`src/rtl/seq_det_ctrl.sv`:
```
// Programmable serial sequence detector with a config/arm/run/done controller.
// The pattern is loaded over a ready/valid port and matched against qualified input bits.
module seq_det_ctrl #(
  parameter int unsigned MAXLEN = 8,
  parameter int unsigned CNTW   = 8
) (
  input  logic              clk,
  input  logic              reset,
  input  logic              cfg_valid,
  output logic              cfg_ready,
  input  logic [MAXLEN-1:0] cfg_pattern,
  input  logic [4:0]        cfg_len,
  input  logic              cfg_overlap,
  input  logic [CNTW-1:0]   cfg_target,
  input  logic              start,
  input  logic              in_valid,
  input  logic              in,
  output logic              out,
  output logic [CNTW-1:0]   match_count,
  output logic              busy,
  output logic              done
);

  localparam int unsigned SW = $clog2(MAXLEN + 1);

  typedef enum logic [1:0] {StIdle, StArmed, StRun, StDone} state_e;

  state_e            state_q;
  logic [MAXLEN-1:0] pat_q;
  logic [4:0]        len_q;
  logic              ovl_q;
  logic [CNTW-1:0]   tgt_q;
  logic [MAXLEN-2:0] hist_q;
  logic [SW-1:0]     seen_q;

  logic [MAXLEN-1:0] window;
  logic [MAXLEN-1:0] mask;
  logic              cfg_legal;
  logic              cfg_fire;
  logic              full_enough;
  logic              hit;
  logic [CNTW-1:0]   count_inc;
  logic [SW-1:0]     seen_inc;

  always_comb begin
    cfg_legal = (cfg_len != 5'd0) && (32'(cfg_len) <= MAXLEN);
    cfg_fire  = cfg_valid && cfg_ready;
    window    = {hist_q, in};
    mask      = '0;
    for (int i = 0; i < int'(MAXLEN); i++) begin
      mask[i] = (i < int'(len_q));
    end
    // At least len bits since start / last non-overlapping match, counting this one.
    full_enough = (32'(seen_q) + 32'd1) >= 32'(len_q);
    hit         = in_valid && full_enough && ((window & mask) == (pat_q & mask));
    out         = (state_q == StRun) && hit;
    count_inc   = (&match_count) ? match_count : match_count + CNTW'(1);
    seen_inc    = (32'(seen_q) < MAXLEN) ? seen_q + SW'(1) : seen_q;
  end

  always_ff @(posedge clk or posedge reset) begin
    if (reset) begin
      state_q     <= StIdle;
      cfg_ready   <= 1'b1;
      busy        <= 1'b0;
      done        <= 1'b0;
      pat_q       <= '0;
      len_q       <= '0;
      ovl_q       <= 1'b0;
      tgt_q       <= '0;
      hist_q      <= '0;
      seen_q      <= '0;
      match_count <= '0;
    end else begin
      case (state_q)
        StIdle: begin
          if (cfg_fire && cfg_legal) begin
            pat_q   <= cfg_pattern;
            len_q   <= cfg_len;
            ovl_q   <= cfg_overlap;
            tgt_q   <= cfg_target;
            state_q <= StArmed;
          end
        end
        StArmed: begin
          if (cfg_fire && cfg_legal) begin
            pat_q <= cfg_pattern;
            len_q <= cfg_len;
            ovl_q <= cfg_overlap;
            tgt_q <= cfg_target;
          end
          if (start) begin
            hist_q      <= '0;
            seen_q      <= '0;
            match_count <= '0;
            state_q     <= StRun;
            cfg_ready   <= 1'b0;
            busy        <= 1'b1;
          end
        end
        StRun: begin
          if (start) begin
            // Restart takes priority; a coincident match is not counted.
            hist_q      <= '0;
            seen_q      <= '0;
            match_count <= '0;
          end else if (in_valid) begin
            hist_q <= window[MAXLEN-2:0];
            seen_q <= (hit && !ovl_q) ? '0 : seen_inc;
            if (hit) begin
              match_count <= count_inc;
              if ((tgt_q != '0) && (count_inc == tgt_q)) begin
                state_q   <= StDone;
                cfg_ready <= 1'b1;
                busy      <= 1'b0;
                done      <= 1'b1;
              end
            end
          end
        end
        StDone: begin
          if (cfg_fire && cfg_legal) begin
            pat_q   <= cfg_pattern;
            len_q   <= cfg_len;
            ovl_q   <= cfg_overlap;
            tgt_q   <= cfg_target;
            state_q <= StArmed;
            done    <= 1'b0;
          end else if (start) begin
            hist_q      <= '0;
            seen_q      <= '0;
            match_count <= '0;
            state_q     <= StRun;
            cfg_ready   <= 1'b0;
            busy        <= 1'b1;
            done        <= 1'b0;
          end
        end
        default: begin
          state_q   <= StIdle;
          cfg_ready <= 1'b1;
          busy      <= 1'b0;
          done      <= 1'b0;
        end
      endcase
    end
  end

endmodule

```
`config.mk`:
```
export PLATFORM = sky130hd
export DESIGN_NAME = seq_det_ctrl
export DESIGN_NICKNAME = d
export VERILOG_FILES = /design/src/rtl/seq_det_ctrl.sv
export SDC_FILE = /design/constraint.sdc
export NUM_CORES = 1
export LEC_CHECK = 0
export ABC_AREA = 0
export CAP_MARGIN = 20
export CELL_PAD_IN_SITES_DETAIL_PLACEMENT = 0
export CELL_PAD_IN_SITES_GLOBAL_PLACEMENT = 2
export CORE_MARGIN = 4
export CORE_UTILIZATION = 34
export CTS_CLUSTER_SIZE = 20
export DETAILED_ROUTE_END_ITERATION = 7
export PLACE_DENSITY = 0.81
export SLEW_MARGIN = 0
export SYNTH_ARGS = -nofsm -noshare
export SYNTH_HDL_FRONTEND = slang
export SYNTH_SLANG_ARGS = --single-unit
```
`constraint.sdc`:
```
create_clock -name clk -period 2.8 [get_ports clk]
set_input_delay 0.56 -clock clk [delete_from_list [all_inputs] [get_ports clk]]
set_output_delay 0.56 -clock clk [all_outputs]
set_load 0.03 [all_outputs]
```
# Yosys cells after proc, flatten, opt, wreduce, memory -nomap -nowiden
# Index checks and enable logic that the tools add are counted.
# word_totals
register_bits	46
latchBits	0
ramBits	0
mem_bits_ro	0
inputBits	28
out_inout_bits	12
wordCells	109
n_memories	0
# classes
addsub	3
multipliers	0
div	0
magnitude_cmp	11
n_eq_ne	15
shifts	0
muxes	44
bitwise_logic	2
reduce_logical	23
# op_table
operator	count
$mux 8	6
$mux 7	4
$mux 4	6
$pmux 8 s3	1
$pmux 7 s3	1
$lt 3x5->1 const A	4
$and 8x8->8	2
$eq 8x8->1	2
$mux 1	14
$mux 2	7
$pmux 4 s3	1
$reduce_and 6->1	2
$lt 1x5->1 const A	2
$lt 2x5->1 const A	2
$ne 2x2->1 const B	5
$ne 3x3->1 const B	3
$add 8x1->8 const B	1
$logic_and 1x1->1	8
$pmux 2 s4	1
$reduce_and 4->1	2
$reduce_and 8->1	1
$reduce_bool 8->1	1
$pmux 1 s3	2
$add 4x1->5 const B	1
18 further kinds	19

# Depth between registers and ports, before layout
# logic_depth
word_depth	9
ltp_mapped	10
depth_no_buf	9

# Least setup slack after synthesis
# Ideal clock, no wire load.
# synth_path
kind	reg-to-output
from	register seen_q[0]
to	output port out
arrival_time_ns	2.157
required_time_ns	2.240
setup_slack_ns	0.083
stages_incl_launch_ff	10
n_path_buf	1
path_cell_list	dfrtp_1 ha_1 xor2_1 ha_1 a21o_1 a31oi_1 o21ai_0 nand3_1 clkbuf_1 nor2_1
# synth_between
elab_chain_len	5
# synth_rtl
item	line_no	rtl
from (decl)	34	logic [SW-1:0] seen_q;
from (signal assigned)	109	seen_q <= (hit && !ovl_q) ? '0 : seen_inc;
$add 4x1->5	54	full_enough = (32'(seen_q) + 32'd1) >= 32'(len_q);
$ge 5x5->1	54	
$logic_and 1x1->1 (2 in a row)	55	hit = in_valid && full_enough && ((window & mask) == (pat_q & mask));
$logic_and 1x1->1	56	out = (state_q == StRun) && hit;
to (decl)	18	output logic out,
# No other way between the ends.

# Final worst setup path
# layout_path
from	input port in
to	output port out
# layout_between
elab_chain_len	4
# layout_rtl
item	line_no	rtl
from (decl)	17	input logic in,
$and 8x8->8	55	
$eq 8x8->1	55	
$logic_and 1x1->1	55	
$logic_and 1x1->1	56	
# No other way between the ends.

==> results.txt <==
- Capture endpoint of the worst hold path: done
- The final-report max-slew violation count was 0.
- Count of pins on the block boundary: 40
* Maximum clock skew at final layout: roughly 0.012 ns
- For this run, design rule violations remaining after detail routing come to 0.
- The core region is roughly 7900 sq um.
* Port Buf Inserts: 39
- Along the worst path, the maximum fanout reaches 3.
- Total of flip-flops plus latches after synthesis: 46
- The path class of the tightest hold or removal check is reg2reg.
- In the final layout, the multi-input gates occupy 1550 sq um.
- First-pass DRT Iterations: 5
- Counting tap cells, the placed design contains a total of ~460 instances.
- Bufs on Longest Clock Path: 2
* Type of destination of the critical path: output pin
- The die is between 90 and 100 um wide.
- Logic gate share of total power: 0.410
- Critical path data arrival time: about 2.2 ns
- The worst hold path was traced through 2 stages.
* TritonCTS clock tree: built
* Number of enable flip-flop cells after synthesis: 0
* Number of global-route vias before repair: roughly 2,300
- Post-route antenna net violation count: 0
* Total number of yosys warnings: 0
- Post-synthesis cell area: between 2000 and 3000 sq um
- R2R Path Start: match_count[1]
- Worst Setup Path Type: in2out
- Of the total power, the share spent switching nets is 0.394.
- Count of inserted antenna diode cells: 0
- Routability-driven placement finished with a final weighted congestion of just under 0.8.
- Placed cell area: about 3400 sq um
- The number of cells on the worst reg-to-reg path is 8.
* Clk pwr share: 0.161
* Number of maximum-capacitance violations: 0
- The largest single stage delay on the critical path is ~0.44 ns.
* Cells along the critical path: clkdlybuf4s50_1 -> xnor2_1 -> o22ai_1 -> nor3_1 -> nand3_1 -> nor2_1 -> buf_4
* Seq. cell area: around 1200 sq um
* Share of the yosys chip area belonging to registers: 0.408
- At the pin with the least slew margin, the transition time is approximately 0.55 ns.
- For this block, the initial DRC count from the detailed router was approximately 160.
* Leakage power summed over all cells: 0.00146 uW
* Switching power summed over all nets: between 1000 and 1500 uW
- Synth Area per Inst: approximately 9 sq um
- The layout has ~800 filler cells.
- Hold repair after CTS inserted 0 buffers.
- Synthesis produced a netlist with a net count of 348.
- Y dimension of the die: roughly 100 um
* Maximum number of pins on one net before global-route repair: 26
- Fin nets: between 300 and 400
- For this run the aggregate overflow at the end of global routing stands at 0.
* Critical Path Start Type: input port
* Main synth FF type: dfrtp_1
* Initial antenna violation count: 0
- Total Routing Usage GR: 0.150
- Unique cell type count in the Yosys netlist: 56
- Setup violations remaining at the end of the flow were counted as 0.
* Seq pwr share: 0.429
- Overall Power: 2610 uW
* Min Clock Period, post-route: roughly 2.7 ns
* Placement row count: 32
- Wire length of the first global-routing pass: about 12,000 um
- Area of all placed cells without fillers: 3530 sq um
- Maximum ir drop on the vdd rail: just under 0.3 mV
* Setup crit start: in
- Final Hold Viols: 0
- After detailed routing, the total wire length is about 7400 um.
- Clock edge transition at the registers on the reported setup and hold paths: about 0.1 ns
- Routed vias/inst: between 5 and 6
* DR WL/cell: ~16 um
* Worst slew margin: 0.631
- The internal power of the cells totals approximately 1600 uW.
* Die outline area: ~10000 sq um
* Setup repair after global routing missed its margin: true
- Achievable frequency: approximately 0.36 GHz
* Number of clock buffers inserted by TritonCTS: 5
- Register-to-register setup slack: 0.25 ns
* Worst Path Required: roughly 2.2 ns
- Fraction of registers with async set or reset after synthesis: 1.00
* Worst min-delay path startpoint: done
- Outcome: finished clean
- Cell Count, Final, Fillers Out: 465
* Share of cells above drive strength 1: 0.143
* Setup TNS Final: 0 ns
- Gate Count Post-Synth: approximately 310
* Starting utilization of the core area: 0.358
* Clk sinks: 46
- Total number of H-tree levels: 2
- In this run the critical register-to-register path is captured at busy.
- From synthesis to final layout, the design area changed by 24.8%.
- The slowest stage of the critical path is the clkdlybuf4s50_1 cell.
- Via total after detailed routing: between 2,000 and 3,000
- Measured on the finished design, the core utilization comes to 0.447.
* Worst-Skew Late Latency: between 0.3 and 0.4 ns
* Detail Placement HPWL: 5580 um
- In the finished design, the share of the clock period the worst path needs comes to 0.981.
* Power per Cell Area: 740 nW/um^2
* Cell at the root of the clock tree: clkbuf_8
## per-layer routing
metal | wire (um) | up-vias | GRT usage
met4 | 109 | 0 | 0.0483
met3 | 343 | 8 | 0.0273
met2 | 3320 | 65 | 0.234
met1 | 3590 | 1198 | 0.212
met5 | 0 | - | 0
li1 | - | 1266 | -
## layout by cell type, fill, tap and decap left out, types with 3 or more instances in the layout
cell	n
a211o_1	3
a211oi_1	4
a21oi_1	8
a31oi_1	6
and3_1	5
buf_4	22
clkbuf_8	5
clkdlybuf4s50_1	38
dfrtp_1	45
ha_1	6
inv_1	12
mux2_2	14
nand2_1	40
nand2b_1	5
nand3_1	7
nand4_1	8
nand4b_1	3
nor2_1	19
nor2b_1	4
nor3_1	7
nor4_1	7
o211ai_1	5
o21ai_0	23
o22ai_1	4
o311ai_0	3
o31ai_1	4
o32a_1	3
xnor2_1	9
xor2_1	3
## through the flow
stage	hold WS, ns	setup WS, ns
2_1_floorplan	0.470	0.0830
3_3_place_gp	0.456	0.121
3_5_place_dp	0.474	0.0516
4_1_cts	0.497	0.00135
5_1_grt	0.517	-0.111
6_report	0.484	0.0532
## how the worst max path moves through the flow
stage | to | slack (ns) | cells after the start
2_1_floorplan | out | 0.08 | 9
3_3_place_gp | out | 0.12 | 7
3_5_place_dp | seen_q[1] | 0.05 | 8
4_1_cts | out | 0.001 | 9
5_1_grt | out | -0.11 | 9
6_report | out | 0.05 | 7
## cells in the mapped netlist, types with 3 or more instances
cell / n / area, sq um
inv_1: 13 / 48.8
nand3_1: 7 / 35.0
ha_1: 7 / 87.6
mux2_2: 14 / 158
nand2b_1: 5 / 31.3
and3_1: 5 / 31.3
nand2_1: 40 / 150
nand4b_1: 3 / 26.3
dfrtp_1: 45 / 1130
nor2b_1: 4 / 25.0
nor2_1: 19 / 71.3
xor2_1: 3 / 26.3
o21ai_0: 24 / 120
a211oi_1: 4 / 30.0
o32a_1: 3 / 30.0
o311ai_0: 3 / 26.3
a21oi_1: 8 / 40.0
nor3_1: 7 / 35.0
nor4_1: 7 / 43.8
o22ai_1: 4 / 25.0
clkbuf_1: 15 / 56.3
o31ai_1: 4 / 30.0
o211ai_1: 5 / 37.5
xnor2_1: 9 / 78.8
nand4_1: 8 / 50.1
a31oi_1: 6 / 37.5
a211o_1: 3 / 26.3
## power by group through the flow
stage	registers, uW	clock network, uW	logic, uW
after floorplan	1100	0	723
after global placement	1130	0	1050
after detailed placement	1130	0	1050
after CTS	1120	444	1060
after global routing	1160	468	1190
final	1120	420	1070
## flip-flops by register name (all words and copies together) (netlist names)
signal / flops
busy: 1
cfg_ready: 1
done: 1
hist_q: 7
len_q: 5
match_count: 8
ovl_q: 1
pat_q: 8
seen_q: 4
state_q: 2
tgt_q: 8
## layout make-up
| class | instances | area share |
|---|---|---|
| clock buffer | 5 | 0.0195 |
| clock inverter | 3 | 0.00532 |
| inverter | 13 | 0.0138 |
| multi-input combinational | 235 | 0.438 |
| sequential | 46 | 0.327 |
| tap | 102 | 0.0362 |
| timing repair buffer | 61 | 0.160 |
## worst max-delay path: cells and delay by family
kind,cells,cell delay (ns)
buffers and inverters,2,0.60
AOI/OAI and AO/OA,1,0.11
and+or+nand+nor,3,0.67
xor gates and xnor gates,1,0.25
## logic make-up after synthesis
group,count (synthesis),share of synthesized area
adder cells (fa/ha/maj),7,0.0310
AO/OA/AOI/OAI,84,0.209
multiplexers,16,0.0633
AND/OR/NAND/NOR,116,0.206
XOR/XNOR,12,0.0372
buffers and inverters,32,0.0460
flip-flops,46,0.408
## timing repair
| item | in CTS | in global routing |
|---|---|---|
| setup buffers | 0 | 1 |
| gates resized for setup | 1 | 1 |
| pin swaps | 0 | 2 |
| endpoints found under the setup margin | 1 | 1 |
Note: power is estimated with default switching activity, not from simulation.
==> variant 1, RTL diff (config.mk and constraints unchanged) <==
Encoding of `state_e`: now one-hot (4 bits for 4 states).
--- a/src/rtl/seq_det_ctrl.sv
+++ b/src/rtl/seq_det_ctrl.sv
@@ -25,3 +25,3 @@
 
-  typedef enum logic [1:0] {StIdle, StArmed, StRun, StDone} state_e;
+  typedef enum logic [3:0] {StIdle = 4'b0001, StArmed = 4'b0010, StRun = 4'b0100, StDone = 4'b1000} state_e;
 
Formal check against the unedited RTL: same outputs for any inputs over 4 cycles, from zero or initial values and one cycle with reset high; so few cycles prove little.
==> variant 1 against the unedited design <==
The run now ends with negative setup slack left; routed wire length decreased by 8.6%; sequential cell count increased by 2; design area increased by 1.4%; total power decreased by 11%; worst setup slack got worse by 0.31 ns; sequential power decreased by 6%; global-route usage decreased by 0.91 points; synthesized area decreased by 0.66%; critical path type is now reg -> out; highest routed layer unchanged.
==> variant 1: results (changes against the unedited design) <==
Worst stage delay on the critical path: 0.56 ns (+0.12 ns). In this run the most critical hold path is launched from hist_q[6]$_DFFE_PP0P_. Final non-filler cell total: 455 (-2.2%). The share of layout cells above drive strength 1 is 19.3% (+4.9 points). The checks that failed: negative setup slack.

The endpoint identified for the worst register-to-register timing path is seen_q[2]$_DFFE_PP0P_. The first-pass detailed-route iteration total was 4 (-1); the cell area after layout was 0.00358 mm^2 (+1.4%). The run gives 2.49 ns (+0.30 ns) as the worst path arrival time. The initial detailed-routing violation count was 74 (-53%); the number of cells in the design after placement was 445 (-2.4%).

The tools report the flop-to-flop setup slack as 0.12 ns (-0.13 ns). By count the netlist is led by dfrtp_1, nand2_1, nor2_1. The placer congestion estimate was 0.796 (+2.6%); the number of filler instances in the final layout was 777 (-3.2%). The run finished, with violations left. The post-placement worst setup slack was -0.181 ns (-0.233 ns); the worst clock skew was 0.00801 ns (-0.00408 ns). The number of global-route vias before repair is 2319 (-1.2%), and the synthesized net count is 333 (-4.3%). The instance area at placement came out at 0.00343 mm^2 (about the same). Endpoint of the worst hold-timing path: hist_q[6]$_DFFE_PP0P_.

The worst-case setup margin in the final layout was -0.254 ns (-0.307 ns). The logs give 306 uV (+5.9%) for the largest voltage drop on the vdd net and 0.500 ns (+0.0159 ns) for the final worst hold slack. The leakage power summed over all cells is 0.00159 uW (+8.5%), and the number of distinct library cells after synthesis is 49 (-13%). The detailed-route vias per instance is 5.04 (-7.6%). The tools report the startpoint of the lowest-slack register-to-register path as seen_q[0]$_DFFE_PP0P_. The largest net degree at the start of global routing is 49 (+88%). The overall routing resource usage is 14.1% (-0.91 points), and the number of nets in the final layout is 387 (-2.5%). The actual transition at the worst max-transition pin is 0.617 ns (+0.0706 ns), and the share of the synthesized area in the top cell type is 41.0% (+1.2 points).

The wire length of the first global-routing pass is 11.3 mm (-5.0%), and the final sum of negative setup slack is -0.254 ns (-0.254 ns). The run gives 298 (-4.8%) as the gate count of the mapped netlist. Slowest cell on the critical path: or4_4. The number of cells on the worst reg-to-reg path was 11 (+3); the setup-violating endpoint count in the final report was 1 (+1).
-- variant 1: layout make-up --
type / instances / share of cell area [%]
clock buffers: 5 / 1.92
repair buffers: 61 / 16.0
clock inverters: 3 / 0.664
well taps: 102 / 3.57
flip-flops and latches: 48 / 33.6
multi-input cells: 225 / 43.0
inverters: 11 / 1.15
-- variant 1: worst max-delay path by stage --
stage | from | to | slack (ns) | depth (start not counted)
2_1_floorplan | seen_q[0]$_DFFE_PP0P_ | out | -0.03 | 9
3_3_place_gp | in | out | -0.17 | 7
3_5_place_dp | in | out | -0.18 | 7
4_1_cts | seen_q[1]$_DFFE_PP0P_ | out | -0.29 | 9
5_1_grt | seen_q[0]$_DFFE_PP0P_ | out | -0.42 | 9
6_report | seen_q[0]$_DFFE_PP0P_ | out | -0.25 | 9
-- variant 1: timing repair --
item | CTS | global route
pin swaps | 5 | 4
endpoints found under the setup margin | 1 | 12
setup buffers | 1 | 1
resized for setup | 2 | 6
-- variant 1: power by group --
group	total (uW)	leakage (uW)	internal, uW	switching (uW)
logic	852	0.000927	464	388
registers	1050	0.000618	877	174
clock network	434	0.0000404	177	256
total	2340	0.00159	1520	818
-- variant 1: routing by layer --
metal	up-vias	global-route usage [%]	share of wire [%]
met5	-	0	0
met4	0	4.31	1.1
met3	7	2.90	4.4
met2	51	21.9	45
met1	1077	19.8	49
li1	1159	-	-
-- variant 1: kinds of logic after synthesis --
logic type / synth area share (%)
buffers and inverters: 3.88
adder cells (fa/ha/maj): 3.12
AND/OR/NAND/NOR: 19.1
flip-flops: 42.9
AO/OA/AOI/OAI: 15.5
multiplexers: 9.00
XOR/XNOR: 6.55
==> variant 2, RTL diff (config.mk and constraints unchanged) <==
Made on the original files. Change the parameter `MAXLEN` from 8 to 32.
--- a/src/rtl/seq_det_ctrl.sv
+++ b/src/rtl/seq_det_ctrl.sv
@@ -3,3 +3,3 @@
 module seq_det_ctrl #(
-  parameter int unsigned MAXLEN = 8,
+  parameter int unsigned MAXLEN = 32,
   parameter int unsigned CNTW   = 8
Ports: changed (resized cfg_pattern); port bits go from 40 to 64. No check against the original RTL was run, so the function may have changed too.
==> variant 2 against the unedited design <==
Die area grew 72%; routed wire length grew 70%; worst setup slack lost 0.22 ns; non-clock buffer count grew 56; clock skew shrank 0.0020 ns; total power grew 5.4%; sequential cell count grew 48; sequential power grew 21%; synthesized area grew 79%; largest power group unchanged; design area grew 90%; the run now ends with negative setup slack left.
==> variant 2: results (changes against the unedited design) <==
The flow ran to the end, but the final reports show violations. The checks that failed: negative setup slack. The largest voltage drop on the vdd net is 338 uV (+17%).

The worst stage delay on the critical path works out to 0.48 ns (+0.04 ns). The met2 track demand over resource was 25.3% (+1.9 points); the actual transition at the worst max-transition pin was 0.510 ns (-0.0359 ns). The number of logic inverters in the finished layout was 7 (-6); the detailed-route vias per instance was 5.17 (-5.2%).

The capturing point of the worst reg2reg path was seen_q[1]$_DFFE_PP0P_. The top fanout value on the critical path was 6 (+3); the portion of the post-synthesis area used by sequential elements was 46.6% (+5.8 points). The proportion of final cell area spent on non-clock buffers is 16.4% (+0.41 points), and the synthesized net count is 550 (+58%). The wire length of the first global-routing pass is 20.8 mm (+75%), and the setup-violating endpoint count in the final report is 1 (+1). The met1 track utilization from global routing was 21.0% (-0.17 points). Net switching fraction of the power: 21.1% (-18 points). Total die area: 0.0169 mm^2 (+72%). The overall routing resource usage was 15.6% (+0.56 points). In the final layout, the registers with the most flip-flops are pat_q: 31 flops, hist_q: 30 flops.

The register clock-pin slew on the reported worst setup and hold paths works out to 0.06 ns (-0.04 ns). The logs give -0.165 ns (-0.165 ns) for the final sum of negative setup slack and 11 (+6) for the count of clock buffers in the final design. The H-tree depth reported by CTS came out at 3 (+1). The run gives -0.165 ns (-0.219 ns) as the worst-case setup margin in the final layout. The flop-to-flop setup slack is 0.11 ns (-0.14 ns).

The number of signal-net buffers in the layout is 117 (+92%). The origin of the worst min-delay path is hist_q[29]$_DFFE_PP0P_. The share of layout cells above drive strength 1 is 29.2% (+15 points), and the placer congestion estimate is 0.820 (+5.7%).

By area the synthesized netlist is led by dfrtp_1, mux2_2, nand2_1. The initial detailed-routing violation count was 274 (+73%); the routed length on met1 was 5.84 mm (+63%). The commonest cells after synthesis are dfrtp_1, nand2_1, nand3_1.

The number of buffers inserted by port buffering came out at 62 (+59%). The total number of multi-input combinational cells came out at 365 (+55%). The routed wire length on met3 is 490 um (+43%), and the proportion of cell area occupied by multi-input gates is 39.9% (-3.9 points). The run gives 1270 uW (+200%) as the power dissipated in the clock network. The fraction of area in registers came out at 35.2% (+2.5 points). The run gives 753 (+65%) as the number of cells in the design after placement.

In this run the critical register-to-register path is launched from seen_q[0]$_DFFE_PP0P_. The run gives 3.81% (+1.1 points) as the met3 layer usage reported by global route. The number of distinct library cells after synthesis was 69 (+23%); the total clock buffers created by CTS was 9 (+4).

The total length of routed met2 wires is 6.04 mm (+82%), and the utilization of the core after routing is 46.2% (+1.4 points). The run gives 8.53 mm (+53%) as the placed wire-length estimate. The xor and xnor area share after synthesis was 6.76% (+3.0 points). In this design, the largest share of critical-path delay is due to compound AO/OA/AOI/OAI gates. The worst path arrival time came out at 2.41 ns (+0.22 ns). The instance area at placement came out at 0.00612 mm^2 (+78%).
## variant 2: cells by family after synthesis
| logic type | after synthesis |
|---|---|
| buf+inv | 32 |
| simple gates | 180 |
| fa+ha+maj | 7 |
| flops | 94 |
| compound gates | 94 |
| xor+xnor | 39 |
| mux | 45 |
## variant 2: repair_timing
action / in CTS / in global routing
setup endpoints to repair: 2 / 10
pin swaps: 11 / 10
resized for setup: 36 / 16
buffers inserted: 11 / 4
## variant 2: worst max-delay path by stage
stage                     startpoint                     to  slack [ns]
6_report        len_q[0]$_DFFE_PP0P_                    out       -0.17
5_1_grt        seen_q[0]$_DFFE_PP0P_                    out       -0.27
2_1_floorplan  seen_q[0]$_DFFE_PP0P_  seen_q[3]$_DFFE_PP0P_        0.17
3_3_place_gp                      in  seen_q[4]$_DFFE_PP0P_       -0.11
4_1_cts         len_q[2]$_DFFE_PP0P_                    out       -0.18
3_5_place_dp                      in  seen_q[3]$_DFFE_PP0P_       -0.17
